--- src/rtl/pc_seq_pkg.sv ---
// Shared types and constants for the fetch-side PC sequencer.
// Combinational definitions only; no latency, no backpressure.
package pc_seq_pkg;

   localparam int XLEN = 32;

   typedef logic [XLEN-1:0] xlen_t;

   // Instruction fetch addresses are always word aligned.
   localparam xlen_t ALIGN_MASK = 32'hFFFF_FFFC;

   typedef enum logic [1:0] {
      BOOT   = 2'd0,
      FETCH  = 2'd1,
      SQUASH = 2'd2,
      STALL  = 2'd3
   } state_e;

   typedef struct packed {
      logic  vld;
      xlen_t base;
      xlen_t offset;
   } redir_t;

   function automatic xlen_t align_word(input xlen_t addr);
      return addr & ALIGN_MASK;
   endfunction

endpackage

--- src/rtl/pc_sequencer_if.sv ---
// Fetch bus between sequencer, instruction memory and decode.
// Wires only; imem_req is held until imem_ack, and stall backpressures the sequencer.
interface pc_sequencer_if;
   import pc_seq_pkg::*;

   logic  stall;
   logic  redirect_valid;
   xlen_t redirect_base;
   xlen_t redirect_offset;
   logic  imem_req;
   xlen_t imem_addr;
   logic  imem_ack;
   logic  instr_valid;
   xlen_t instr_pc;

   modport master (
      input  stall, redirect_valid, redirect_base, redirect_offset, imem_ack,
      output imem_req, imem_addr, instr_valid, instr_pc
   );

   modport slave (
      output stall, redirect_valid, redirect_base, redirect_offset, imem_ack,
      input  imem_req, imem_addr, instr_valid, instr_pc
   );

endinterface

--- src/rtl/pc_sequencer_adder.sv ---
// Shared 32-bit adder used for both PC increment and redirect targets.
// Purely combinational, wraps modulo 2^32; no backpressure.
module adder (
   input  logic [31:0] a,
   input  logic [31:0] b,
   output logic [31:0] sum
);

   assign sum = a + b;

endmodule

--- src/rtl/pc_sequencer.sv ---
// Owns the PC and issues instruction fetches; instr_valid follows imem_ack by one cycle.
// imem_req holds until imem_ack; decode stall parks the sequencer with imem_req low.
module pc_sequencer
   import pc_seq_pkg::*;
#(
   parameter logic [31:0] RESET_VECTOR = 32'h0000_0000,
   parameter logic [31:0] INSTR_BYTES  = 32'd4
) (
   input  logic           clk,
   input  logic           rst_n,
   pc_sequencer_if.master bus
);

   state_e state_q, state_d;
   xlen_t  pc_q, pc_d;
   xlen_t  redir_tgt_q, redir_tgt_d;
   logic   redir_pend_q, redir_pend_d;
   logic   instr_valid_q, instr_valid_d;
   xlen_t  instr_pc_q, instr_pc_d;

   redir_t redir;
   xlen_t  add_a, add_b, add_sum, target;
   logic   imem_req;

   assign redir = '{vld: bus.redirect_valid, base: bus.redirect_base, offset: bus.redirect_offset};

   // One adder serves both paths; a redirect always takes it over.
   always_comb begin
      add_a = pc_q;
      add_b = INSTR_BYTES;
      if (redir.vld) begin
         add_a = redir.base;
         add_b = redir.offset;
      end
   end

   adder u_adder (
      .a   (add_a),
      .b   (add_b),
      .sum (add_sum)
   );

   assign target = align_word(add_sum);

   always_comb begin
      state_d       = state_q;
      pc_d          = pc_q;
      redir_tgt_d   = redir_tgt_q;
      redir_pend_d  = redir_pend_q;
      instr_valid_d = 1'b0;
      instr_pc_d    = instr_pc_q;
      imem_req      = 1'b0;

      case (state_q)
         BOOT: begin
            state_d = FETCH;
            if (redir.vld) pc_d = target;
         end

         FETCH: begin
            imem_req = 1'b1;
            if (bus.imem_ack) begin
               if (redir.vld) begin
                  pc_d = target;
               end else begin
                  pc_d          = add_sum;
                  instr_valid_d = 1'b1;
                  instr_pc_d    = pc_q;
               end
               state_d = bus.stall ? STALL : FETCH;
            end else if (redir.vld) begin
               redir_tgt_d  = target;
               redir_pend_d = 1'b1;
               state_d      = SQUASH;
            end
         end

         SQUASH: begin
            // The stale request must still complete before the PC can move.
            imem_req = 1'b1;
            if (redir.vld) redir_tgt_d = target;
            if (bus.imem_ack) begin
               if (redir.vld)         pc_d = target;
               else if (redir_pend_q) pc_d = redir_tgt_q;
               redir_pend_d = 1'b0;
               state_d      = bus.stall ? STALL : FETCH;
            end
         end

         STALL: begin
            if (redir.vld) pc_d = target;
            if (!bus.stall) state_d = FETCH;
         end

         default: begin
            state_d = BOOT;
         end
      endcase
   end

   always_ff @(posedge clk or negedge rst_n) begin
      if (!rst_n) begin
         state_q       <= BOOT;
         pc_q          <= RESET_VECTOR;
         redir_tgt_q   <= '0;
         redir_pend_q  <= 1'b0;
         instr_valid_q <= 1'b0;
         instr_pc_q    <= '0;
      end else begin
         state_q       <= state_d;
         pc_q          <= pc_d;
         redir_tgt_q   <= redir_tgt_d;
         redir_pend_q  <= redir_pend_d;
         instr_valid_q <= instr_valid_d;
         instr_pc_q    <= instr_pc_d;
      end
   end

   assign bus.imem_req    = imem_req;
   assign bus.imem_addr   = pc_q;
   assign bus.instr_valid = instr_valid_q;
   assign bus.instr_pc    = instr_pc_q;

endmodule
--- src/flat_wrapper.sv ---
// flat-port wrapper written by rule: the top's interface ports become plain ports
module pc_sequencer_flat import pc_seq_pkg::*;
#(
   parameter logic [31:0] RESET_VECTOR = 32'h0000_0000,
   parameter logic [31:0] INSTR_BYTES  = 32'd4
)
  (clk, rst_n, bus_stall, bus_redirect_valid, bus_redirect_base, bus_redirect_offset, bus_imem_ack, bus_imem_req, bus_imem_addr, bus_instr_valid, bus_instr_pc);
  pc_sequencer_if bus_i ();
  input  logic clk;
  input  logic rst_n;
  input wire logic [$bits(bus_i.stall)-1:0] bus_stall;
  input wire logic [$bits(bus_i.redirect_valid)-1:0] bus_redirect_valid;
  input wire logic [$bits(bus_i.redirect_base)-1:0] bus_redirect_base;
  input wire logic [$bits(bus_i.redirect_offset)-1:0] bus_redirect_offset;
  input wire logic [$bits(bus_i.imem_ack)-1:0] bus_imem_ack;
  output wire logic [$bits(bus_i.imem_req)-1:0] bus_imem_req;
  output wire logic [$bits(bus_i.imem_addr)-1:0] bus_imem_addr;
  output wire logic [$bits(bus_i.instr_valid)-1:0] bus_instr_valid;
  output wire logic [$bits(bus_i.instr_pc)-1:0] bus_instr_pc;
  assign bus_i.stall = bus_stall;
  assign bus_i.redirect_valid = bus_redirect_valid;
  assign bus_i.redirect_base = bus_redirect_base;
  assign bus_i.redirect_offset = bus_redirect_offset;
  assign bus_i.imem_ack = bus_imem_ack;
  assign bus_imem_req = bus_i.imem_req;
  assign bus_imem_addr = bus_i.imem_addr;
  assign bus_instr_valid = bus_i.instr_valid;
  assign bus_instr_pc = bus_i.instr_pc;
  pc_sequencer #(.RESET_VECTOR(RESET_VECTOR), .INSTR_BYTES(INSTR_BYTES)) u_core (.clk(clk), .rst_n(rst_n), .bus(bus_i));
endmodule
--- config.mk ---
export PLATFORM = sky130hd
export DESIGN_NAME = pc_sequencer_flat
export DESIGN_NICKNAME = d
export VERILOG_FILES = /design/src/rtl/pc_seq_pkg.sv /design/src/rtl/pc_sequencer_if.sv /design/src/rtl/pc_sequencer_adder.sv /design/src/rtl/pc_sequencer.sv /design/src/flat_wrapper.sv
export SDC_FILE = /design/constraint.sdc
export NUM_CORES = 1
export LEC_CHECK = 0
export ABC_CLOCK_PERIOD_IN_PS = 3700
export CAP_MARGIN = 20
export CORE_MARGIN = 4
export CORE_UTILIZATION = 53
export DETAILED_ROUTE_END_ITERATION = 16
export HOLD_SLACK_MARGIN = 0.03
export MAX_ROUTING_LAYER = met4
export PLACE_DENSITY = 0.84
export SYNTH_ARGS = -nofsm -noshare
export SYNTH_HDL_FRONTEND = slang
export SYNTH_SLANG_ARGS = --single-unit
export TNS_END_PERCENT = 20
--- constraint.sdc ---
create_clock -name clk -period 3.7 [get_ports clk]
set_input_delay 0.925 -clock clk [delete_from_list [all_inputs] [get_ports clk]]
set_output_delay 0.925 -clock clk [all_outputs]
set_load 0.005 [all_outputs]
Yosys cells after proc, flatten, opt, wreduce, memory -nomap -nowiden
Index checks and enable logic that the tools add are counted.

word-level totals
  bits in registers = 100
  input port bits = 69
  output and inout bits = 66
  logic and storage cells = 54

operators by class
  $add $sub $neg = 1
  equal/unequal tests = 11
  multiplexer cells = 26
  bitwise logic cells = 1
  reduce and logical (&&, ||, !) cells = 9

operators by type and width
  cell                  number
  $mux W32              9
  $pmux W32 S3          1
  $pmux W32 S2          1
  $add A32 B32 Y32      1
  $mux W2               6
  $ne A2 B2 Y1 const B  5
  $pmux W2 S4           1
  $reduce_and A4 Y1     2
  $mux W1               7
  $reduce_and A3 Y1     2
  $eq A2 B2 Y1 const B  2
  $reduce_or A2 Y1      2
  $ne A3 B2 Y1 const B  1
  $ne A3 B3 Y1 const B  1
  $eq A2 B1 Y1 const B  1
  $logic_not A2 Y1      1
  $ne A2 B1 Y1 const B  1
  $pmux W1 S2           1
  $reduce_and A2 Y1     1
  $reduce_bool A2 Y1    1
  $not A1 Y1            1

Logic depth before layout (Yosys ltp)
Gate-level depths: netlist of the first run.

  word-level depth = 5
  mapped depth = 15
  gate-level depth less buffers = 11

Hierarchy
A second synthesis of the first run with hierarchy kept.

second synthesis, totals
  cell total of the unflattened synthesis = 640
  area, all modules = 6819.0 µm²

modules (own cells, without submodules)
  module        instances  cells each  area an instance (µm²)
  pc_sequencer  1          419         5217.5
  adder         1          221         1601.5

Worst setup path before layout of the first run
Ideal clock, no wire load.

  path kind = input port to flip-flop
  start = input port bus_redirect_valid
  end = register u_core.pc_q[26], in the netlist u_core.bus.imem_addr[26]
  data arrival time = 4.269 ns
  data required time = 3.573 ns
  slack = -0.696 ns
  stages on the path = 13
  buffers on the path = 3
  cells stage by stage = buf_2 clkbuf_1 buf_1 mux2_2 ha_1 a21o_1 a31o_1 a211o_1 a21o_1 o41a_4 a31oi_4 mux2i_1 nand3_1

on the way
  longest elaborated chain between the ends = 5
  elaborated cells between the ends (all ways) = 11
  classes of those cells = add/sub (1); eq/ne (2); mux (7); reduce/logical (1)

ends and longest elaborated chain
  item                  RTL line                 text
  from (decl)           flat_wrapper.sv:12       input wire logic [$bits(bus_i.redirect_valid)-1:0] bus_redirect_valid;
  $mux W32              pc_sequencer.sv:31       if (redir.vld) begin
  $add A32 B32 Y32      pc_sequencer_adder.sv:9  assign sum = a + b;
  $mux W32              pc_sequencer.sv:83       if (redir.vld) pc_d = target;
  $mux W32              pc_sequencer.sv:82       if (bus.imem_ack) begin
  $pmux W32 S3          pc_sequencer.sv:54       case (state_q)
  to (signal assigned)  pc_sequencer.sv:111      pc_q <= pc_d;
  to (decl)             pc_sequencer.sv:15       xlen_t pc_q, pc_d;

Several ways; a longest one is shown, not always the timed one. The select of a mux whose other input is x is not followed.
A chain may end at the register's enable or synchronous reset.

Worst setup path after layout of the first run
  start = input port bus_redirect_base[14]
  end = register u_core.pc_q[31], in the netlist u_core.bus.imem_addr[31]

on the way
  longest elaborated chain between the ends = 5
  elaborated cells between the ends (all ways) = 7
  classes of those cells = add/sub (1); mux (6)

ends and longest elaborated chain
  item                  RTL line                 text
  from (decl)           flat_wrapper.sv:13       input wire logic [$bits(bus_i.redirect_base)-1:0] bus_redirect_base;
  $mux W32 (*)          pc_sequencer.sv:31
  $add A32 B32 Y32 (*)  pc_sequencer_adder.sv:9
  $mux W32              pc_sequencer.sv:83
  $mux W32              pc_sequencer.sv:82
  $pmux W32 S3 (*)      pc_sequencer.sv:54

Every way passes the cells marked *; elsewhere a longest branch is shown, timed or not. The select of a mux whose other input is x is not followed.

==> parameters.txt, run 1 <==
Parameter                              Value

Synth
  Combined area of all synthesized cells ... 6670 sq um
  Sequential cell area fraction in the yosys report ... 37.5%
  Number of instances in the synthesized netlist ... 757
  Post-synth EDFFs ... 0
  Proportion of synthesized area in mux cells ... under 10%
  Mapped Avg Cell Area ... just under 9 sq um
  Share of async-settable or async-resettable flops after synthesis ... 100%
  Dominant combinational cell family by area after synthesis ... simple AND/OR/NAND/NOR gates
  Xor and xnor area share after synthesis ... ~3.3%
  Net count after synthesis ... 860
  Area share of and/or/nand/nor cells after synthesis ... between 20% and 30%
  Number of warnings printed during yosys synthesis ... 0
  Synth Register Bits ... 100
  Most used flip-flop cell after synthesis ... sky130_fd_sc_hd__dfrtp_1
  Compound-gate portion of the synthesized area ... between 20% and 30%
  Number of distinct standard cells referenced by the synthesized netlist ... 75
  Synthesized-area fraction occupied by adder cells ... 6.49%

Place
  Placer's final routability congestion estimate ... 0.924
  Dpl cells ... 1131
  Worst slack, placed ... -0.247 ns
  Port buffer count ... between 100 and 150
  Cell area after placement ... around 9000 sq um
  Post-detailed-placement half-perimeter wirelength ... 15800 um

Pwr
  Internal ... 3.95 mW
  Fraction of power consumed by the clock network ... between 10 and 15%
  Logic pwr share ... 57.5%
  Final Power ... around 6.7 mW
  Switching power total ... 2.70 mW
  Share of power burned in registers ... between 20% and 30%
  Share of total power consumed by net switching ... 40.6%
  Worst VDD drop ... slightly below 0.5 mV
  Power density over cell area ... 717 nW/um^2
  Standby leakage power ... approximately 4.4 nW

Global route
  Layer with the highest usage ... met2
  Fraction of met1 tracks used by global routing ... 39.4%
  First-pass GRT wire length ... 34200 um
  Global-route track usage on met3 ... under 10%
  Met2 Usage GRT ... approximately 50%
  Remaining global-route overflow ... 0
  Total routing resource utilization after global routing ... 30.6%
  Initial antenna violation count ... 0
  Maximum number of pins on one net before global-route repair ... 74
  Via count of the first global-routing pass ... 6794

Cells and area
  Layout Cell Area excl Fill ... around 9300 sq um
  Antenna Cells ... 0
  Share of layout cells above drive strength 1 ... 20.6%
  Most used cells in the layout excluding fill and tap cells ... sky130_fd_sc_hd__nand2_1 (159), sky130_fd_sc_hd__clkdlybuf4s50_1 (132), sky130_fd_sc_hd__buf_4 (115), sky130_fd_sc_hd__dfrtp_1 (100), sky130_fd_sc_hd__nor2_1 (48)
  Relative area change from synthesis to final layout ... 39.2%
  Final instance count without filler cells ... approximately 1100
  Number of nets at the end of the flow ... ~1100
  Most common library cell in the layout ignoring fill and taps ... sky130_fd_sc_hd__nand2_1
  Filler Cells Inserted ... 897

Floorplanning
  Die height ... 120 um
  Die outline width ... ~120 um
  Die area ... approximately 14000 sq um
  Initial Util ... 54.9%
  Row Count ... 40
  Top-Level Pins ... 135
  Floorplan core area ... 12200 sq um

Worst setup path
  Length in cells of the worst reg-to-reg path ... 12
  Critical path data arrival time ... roughly 3.8 ns
  Startpoint of the worst setup timing path ... bus_redirect_base[14]
  Reg-to-reg critical path endpoint ... u_core.bus.imem_addr[31]
  Start of the worst register-to-register path ... u_core.bus.imem_addr[14]
  Worst setup SP type ... input port
  Start-to-end type of the worst setup path ... input port to flip-flop
  Worst Setup End Kind ... flip-flop
  Required time at the endpoint of the critical path ... 3.94 ns
  Worst-case register-to-register setup slack ... 0.65 ns
  Critical path fanouts, max ... 5

STA
  Hold Fails Final Rpt ... 0
  Part of the cycle the worst path needs ... 96.7%
  Slew margin rel. ... 37.2%
  Clock skew after layout ... a little under 0.009 ns
  Unrepaired setup endpoints after global routing ... no
  Final Setup Violations ... 0
  Final critical delay including setup and external delays ... 3.58 ns
  Highest Clock Rate ... 0.279 GHz
  Max Transition Viols Final ... 0
  Final worst slack ... around 0.12 ns
  Least-Margin Pin Slew ... 0.942 ns
  Aggregate negative setup slack ... 0 ns

Route
  Total number of vias ... 6612
  Drt via density ... 5.77
  Starting DRT DRC Count ... between 600 and 700
  WL per Instance ... roughly 19 um
  DRC errors left ... 0
  Iteration count of the initial detailed-routing pass ... 7
  Overall routed net length ... 21300 um
  Antenna violation net count after detailed routing ... 0

Clock network
  Number of buffers added to fix hold violations after cts ... 0
  TritonCTS clock tree ... built
  Clock latency of the later-clocked register in the worst-skew pair ... 0.35 ns
  Num Clock Sinks ... 100
  Maximum buffer depth of the clock tree ... 2
  Clock slew at the register clock pins of the worst setup and hold paths ... roughly 0.070 ns
  Clock root buffer master ... sky130_fd_sc_hd__clkbuf_16
  Num CTS Buffers ... 9
  CTS H-tree lvls ... 3

Job
  Max cap viols ... 0

Worst hold path
  Worst hold path class ... flip-flop to flip-flop
  Worst Hold Path Cells ... 2
  Launch point of the worst hold path ... u_core.bus.instr_pc[25]
  Hold worst-path end ... u_core.bus.instr_pc[25]

Run status
  Run status ... finished, final reports clean
==> through the flow <==
stage | utilization [%] | hold slack, ns
floorplan | - | 0.441
finish | 76.4 | 0.475
global placement | 74.0 | 0.455
global route | 76.4 | 0.501
CTS | 76.0 | 0.479
detailed placement | 74.0 | 0.462
==> repair_timing <==
| action | CTS | global route |
|---|---|---|
| setup endpoints to repair | 0 | 10 |
| gates resized for setup | 0 | 5 |
| setup buffers | 0 | 1 |
==> cells in the mapped netlist, drive strengths merged, types with 14 or more instances <==
| cell | n | share of area, % |
|---|---|---|
| nand3 | 14 | 1.1 |
| nor2 | 48 | 2.7 |
| a21o | 24 | 2.7 |
| nand2 | 159 | 8.9 |
| ha | 33 | 6.2 |
| a21oi | 36 | 2.8 |
| clkbuf | 31 | 2.0 |
| dfrtp | 100 | 38 |
| mux2 | 42 | 7.1 |
| inv | 15 | 0.84 |
| o21ai | 51 | 4.0 |
| and2 | 34 | 3.2 |
| xor2 | 15 | 2.0 |
==> cell type report <==
type	instances	area, sq um	area share (%)
Sequential cell	100	2500	26.9
Timing Repair Buffer	251	2260	24.3
Clock inverter	3	17.5	0.189
Multi-Input combinational cell	599	4010	43.2
Tap cell	168	210	2.26
Inverter	15	56.3	0.606
Clock buffer	10	229	2.47
==> power groups by stage <==
| stage | Combinational (mW) | Sequential (mW) | Clock, mW |
|---|---|---|---|
| final | 3.83 | 1.98 | 0.847 |
| after global placement | 3.67 | 1.95 | 0 |
| after detailed placement | 3.78 | 1.99 | 0 |
| after floorplan | 2.06 | 1.91 | 0 |
| after CTS | 3.81 | 1.97 | 0.857 |
| after global routing | 4.19 | 2.04 | 0.900 |
==> how the worst max path moves through the flow <==
| stage | depth (start not counted) | slack [ns] | endpoint |
|---|---|---|---|
| after floorplan | 13 | -0.07 | u_core.bus.imem_addr[26] |
| after global placement | 12 | -0.16 | u_core.bus.imem_addr[30] |
| after detailed placement | 12 | -0.25 | u_core.bus.imem_addr[30] |
| after CTS | 13 | 0.11 | u_core.bus.imem_addr[29] |
| after global routing | 13 | 0.01 | u_core.bus.imem_addr[31] |
| final | 13 | 0.12 | u_core.bus.imem_addr[31] |
==> state kept, by name, summed over array words and instances (netlist names) <==
register and cells:
u_core.redir_tgt_q 32, u_core.bus.imem_addr 32, u_core.bus.instr_pc 32, u_core.state_q 2
u_core.redir_pend_q 1, u_core.bus.instr_valid 1
==> per-layer routing <==
metal  wire, um  share of wire [%]
met4        450                2.1
met3       1140                5.4
met1       9230                 43
met2      10400                 49
met5          0                  0
==> logic make-up after synthesis <==
logic type,after synthesis
and+or+nand+nor,302
AOI/OAI and AO/OA,188
DFF,100
buffers and inverters,58
muxes,50
adders and majority gates,34
xor gates and xnor gates,25
==> worst max-delay path, cell delays in order <==
cell and delay [ns]:
sky130_fd_sc_hd__clkdlybuf4s50_1 0.39, sky130_fd_sc_hd__mux2_2 0.26, sky130_fd_sc_hd__ha_1 0.29, sky130_fd_sc_hd__a21o_1 0.16
sky130_fd_sc_hd__a211o_1 0.28, sky130_fd_sc_hd__or2_1 0.27, sky130_fd_sc_hd__o31ai_4 0.34, sky130_fd_sc_hd__o21ai_4 0.14
sky130_fd_sc_hd__buf_4 0.16, sky130_fd_sc_hd__a211oi_2 0.16, sky130_fd_sc_hd__buf_4 0.16, sky130_fd_sc_hd__mux2i_1 0.19
sky130_fd_sc_hd__nand3_1 0.09
Power figures use the tool's default switching activity.
==> inputs of run 2 (changes only) <==
- ABC_CLOCK_PERIOD_IN_PS: 3700 -> 4100
- CORE_UTILIZATION: 53 -> 37
- PLACE_DENSITY: 0.84 -> 0.63
- clock period: 3.7 -> 4.1 ns (I/O delays scaled with it)
==> run 2 against run 1 <==
Total power down 13%. Core utilization is 26 points lower. Register-to-register slack improved by 0.48 ns. Final cell count is 0.17% lower. Combinational power shrank 17%.
==> parameters.txt, run 2 (synthesized netlist as in run 1, its figures left out) <==
Parameter                              Value

Route
  Overall routed net length ... 19200 um
  Total number of vias ... 6007
  Starting DRT DRC Count ... 384
  Drt via density ... 5.25
  Antenna violation net count after detailed routing ... 0
  Iteration count of the initial detailed-routing pass ... 5
  WL per Instance ... 16.8 um
  DRC errors left ... 0

STA
  Final worst slack ... between 0.3 and 0.4 ns
  Unrepaired setup endpoints after global routing ... no
  Highest Clock Rate ... 0.266 GHz
  Final critical delay including setup and external delays ... 3.76 ns
  Part of the cycle the worst path needs ... 91.7%
  Aggregate negative setup slack ... 0 ns
  Max Transition Viols Final ... 0
  Clock skew after layout ... 0.00694 ns
  Worst hold slack after final layout ... between 0.4 and 0.5 ns
  Slew margin rel. ... 32.1%
  Hold Fails Final Rpt ... 0
  Final Setup Violations ... 0
  Least-Margin Pin Slew ... 1.02 ns

Place
  Post-detailed-placement half-perimeter wirelength ... 14200 um
  Cell area after placement ... approximately 8600 sq um
  Dpl cells ... 1128
  Worst slack, placed ... -0.0493 ns
  Port buffer count ... 134
  Placer's final routability congestion estimate ... roughly 0.9

Worst setup path
  Critical path fanouts, max ... 14
  CP endpoint ... u_core.bus.imem_addr[28]
  Cells along the critical path ... buf_2 > buf_12 > mux2_2 > ha_1 > and4_1 > a21boi_2 > o31ai_2 > a21oi_2 > o21ai_1 > o31a_1 > or4_1 > a41oi_1
  Max stage delay cell, worst path ... sky130_fd_sc_hd__or4_1
  Length in cells of the worst reg-to-reg path ... 10
  Start-to-end type of the worst setup path ... input port to flip-flop
  Start of the worst register-to-register path ... u_core.bus.imem_addr[2]
  Worst Path Buf+Inv ... 2
  Family with the most delay on the worst path ... compound AO/OA/AOI/OAI gates
  Worst setup SP type ... input port
  Critical path data arrival time ... 4.04 ns
  Startpoint of the worst setup timing path ... bus_redirect_valid
  Reg-to-reg critical path endpoint ... u_core.bus.imem_addr[26]
  Worst Setup End Kind ... flip-flop
  Required time at the endpoint of the critical path ... 4.38 ns
  Instance count on the critical path ... 12
  Highest cell delay on the worst timing path ... 0.40 ns
  Worst-case register-to-register setup slack ... approximately 1.1 ns

Clock network
  Maximum buffer depth of the clock tree ... 2
  Num CTS Buffers ... 9
  Clock latency of the later-clocked register in the worst-skew pair ... 0.36 ns
  Clock root buffer master ... sky130_fd_sc_hd__clkbuf_16
  Number of buffers added to fix hold violations after cts ... 0
  Cts repair resizes ... 0
  Num Clock Sinks ... 100
  Number of post-CTS setup repair buffers ... 0
  CTS H-tree lvls ... 3
  TritonCTS clock tree ... built
  Clock slew at the register clock pins of the worst setup and hold paths ... 0.07 ns

Pwr
  Power density over cell area ... 655 nW/um^2
  Final Power ... between 5 and 6 mW
  Worst VDD drop ... 0.293 mV
  Standby leakage power ... 4.11 nW

Cells and area
  Number of nets at the end of the flow ... around 1000
  Share of layout cells above drive strength 1 ... between 15 and 20%
  Relative area change from synthesis to final layout ... 33.0%
  Layout Cell Area excl Fill ... 8880 sq um
  Fin util ... 50.8%
  Multi-input combinational cell area ... approximately 4000 sq um
  Filler Cells Inserted ... 1674
  Final instance count without filler cells ... approximately 1100
  Storage cell area ... 2500 sq um
  Antenna Cells ... 0
  Most used cells in the layout excluding fill and tap cells ... sky130_fd_sc_hd__nand2_1 (159), sky130_fd_sc_hd__clkdlybuf4s50_1 (132), sky130_fd_sc_hd__dfrtp_1 (100), sky130_fd_sc_hd__buf_4 (54), sky130_fd_sc_hd__nor2_1 (48)
  Most common library cell in the layout ignoring fill and taps ... sky130_fd_sc_hd__nand2_1

Worst hold path
  Launch point of the worst hold path ... u_core.redir_tgt_q[25]
  Worst hold path class ... flip-flop to flip-flop

Floorplanning
  Initial Util ... 38.2%
  Die height ... around 140 um
  Top-Level Pins ... 135
  Row Count ... 48
  Die area ... slightly above 20000 sq um
  Die outline width ... 142 um
  Floorplan core area ... between 15000 and 20000 sq um

Global route
  Remaining global-route overflow ... 0
  Initial antenna violation count ... 0
  First-pass GRT wire length ... 31700 um
  Via count of the first global-routing pass ... 5990
  Maximum number of pins on one net before global-route repair ... 52
  Total routing resource utilization after global routing ... approximately 20%

Job
  Max cap viols ... 0

Run status
  Run status ... finished, final reports clean
run 2: cell types whose count changed in the layout (fill, tap and decap cells not counted), moves of 2 or more:
cell / delta
sky130_fd_sc_hd__ha_1: +2
sky130_fd_sc_hd__buf_4: -61
sky130_fd_sc_hd__ha_4: -2
sky130_fd_sc_hd__inv_6: +2
run 2: final cells by class:
class	instances	share of cell area, %
Multi-Input combinational cell	599	44.7
Sequential cell	100	28.2
Timing Repair Buffer	189	20.0
Tap cell	225	3.17
Clock buffer	9	2.54
Clock inverter	7	0.832
Inverter	15	0.634
run 2: worst min-delay path by stage:
stage | endpoint | slack, ns | cells past startpoint
after floorplan | u_core.redir_tgt_q[25] | 0.44 | 2
after global placement | u_core.bus.instr_pc[6] | 0.46 | 2
after detailed placement | u_core.bus.instr_pc[6] | 0.46 | 2
after CTS | u_core.redir_tgt_q[25] | 0.48 | 2
after global routing | u_core.bus.instr_pc[13] | 0.49 | 2
final | u_core.redir_tgt_q[25] | 0.47 | 2
run 2: layer usage:
layer | wire length [um] | part of all wire [%] | track usage (%) | vias to the layer above
li1 | - | - | - | 2993
met2 | 8590 | 45 | 30.7 | 131
met5 | 0 | 0 | - | -
met4 | 265 | 1.4 | 5.55 | 0
met1 | 9520 | 50 | 28.2 | 2865
met3 | 826 | 4.3 | 2.32 | 18
run 2: worst reg2reg max path, stage by stage (launching register included):
cell and delay (ns):
sky130_fd_sc_hd__dfrtp_1 0.44, sky130_fd_sc_hd__mux2_2 0.29, sky130_fd_sc_hd__ha_1 0.28, sky130_fd_sc_hd__nor2b_1 0.15, sky130_fd_sc_hd__o311a_1 0.35, sky130_fd_sc_hd__o31ai_2 0.26
sky130_fd_sc_hd__a21oi_2 0.12, sky130_fd_sc_hd__o41a_4 0.43, sky130_fd_sc_hd__a31oi_4 0.23, sky130_fd_sc_hd__mux2i_1 0.20, sky130_fd_sc_hd__nand3_1 0.09
run 2: power breakdown:
| group | switching [mW] | internal, mW |
|---|---|---|
| clock | 0.417 | 0.477 |
| sequential | 0.315 | 1.44 |
| combinational | 1.59 | 1.58 |
| total | 2.32 | 3.49 |
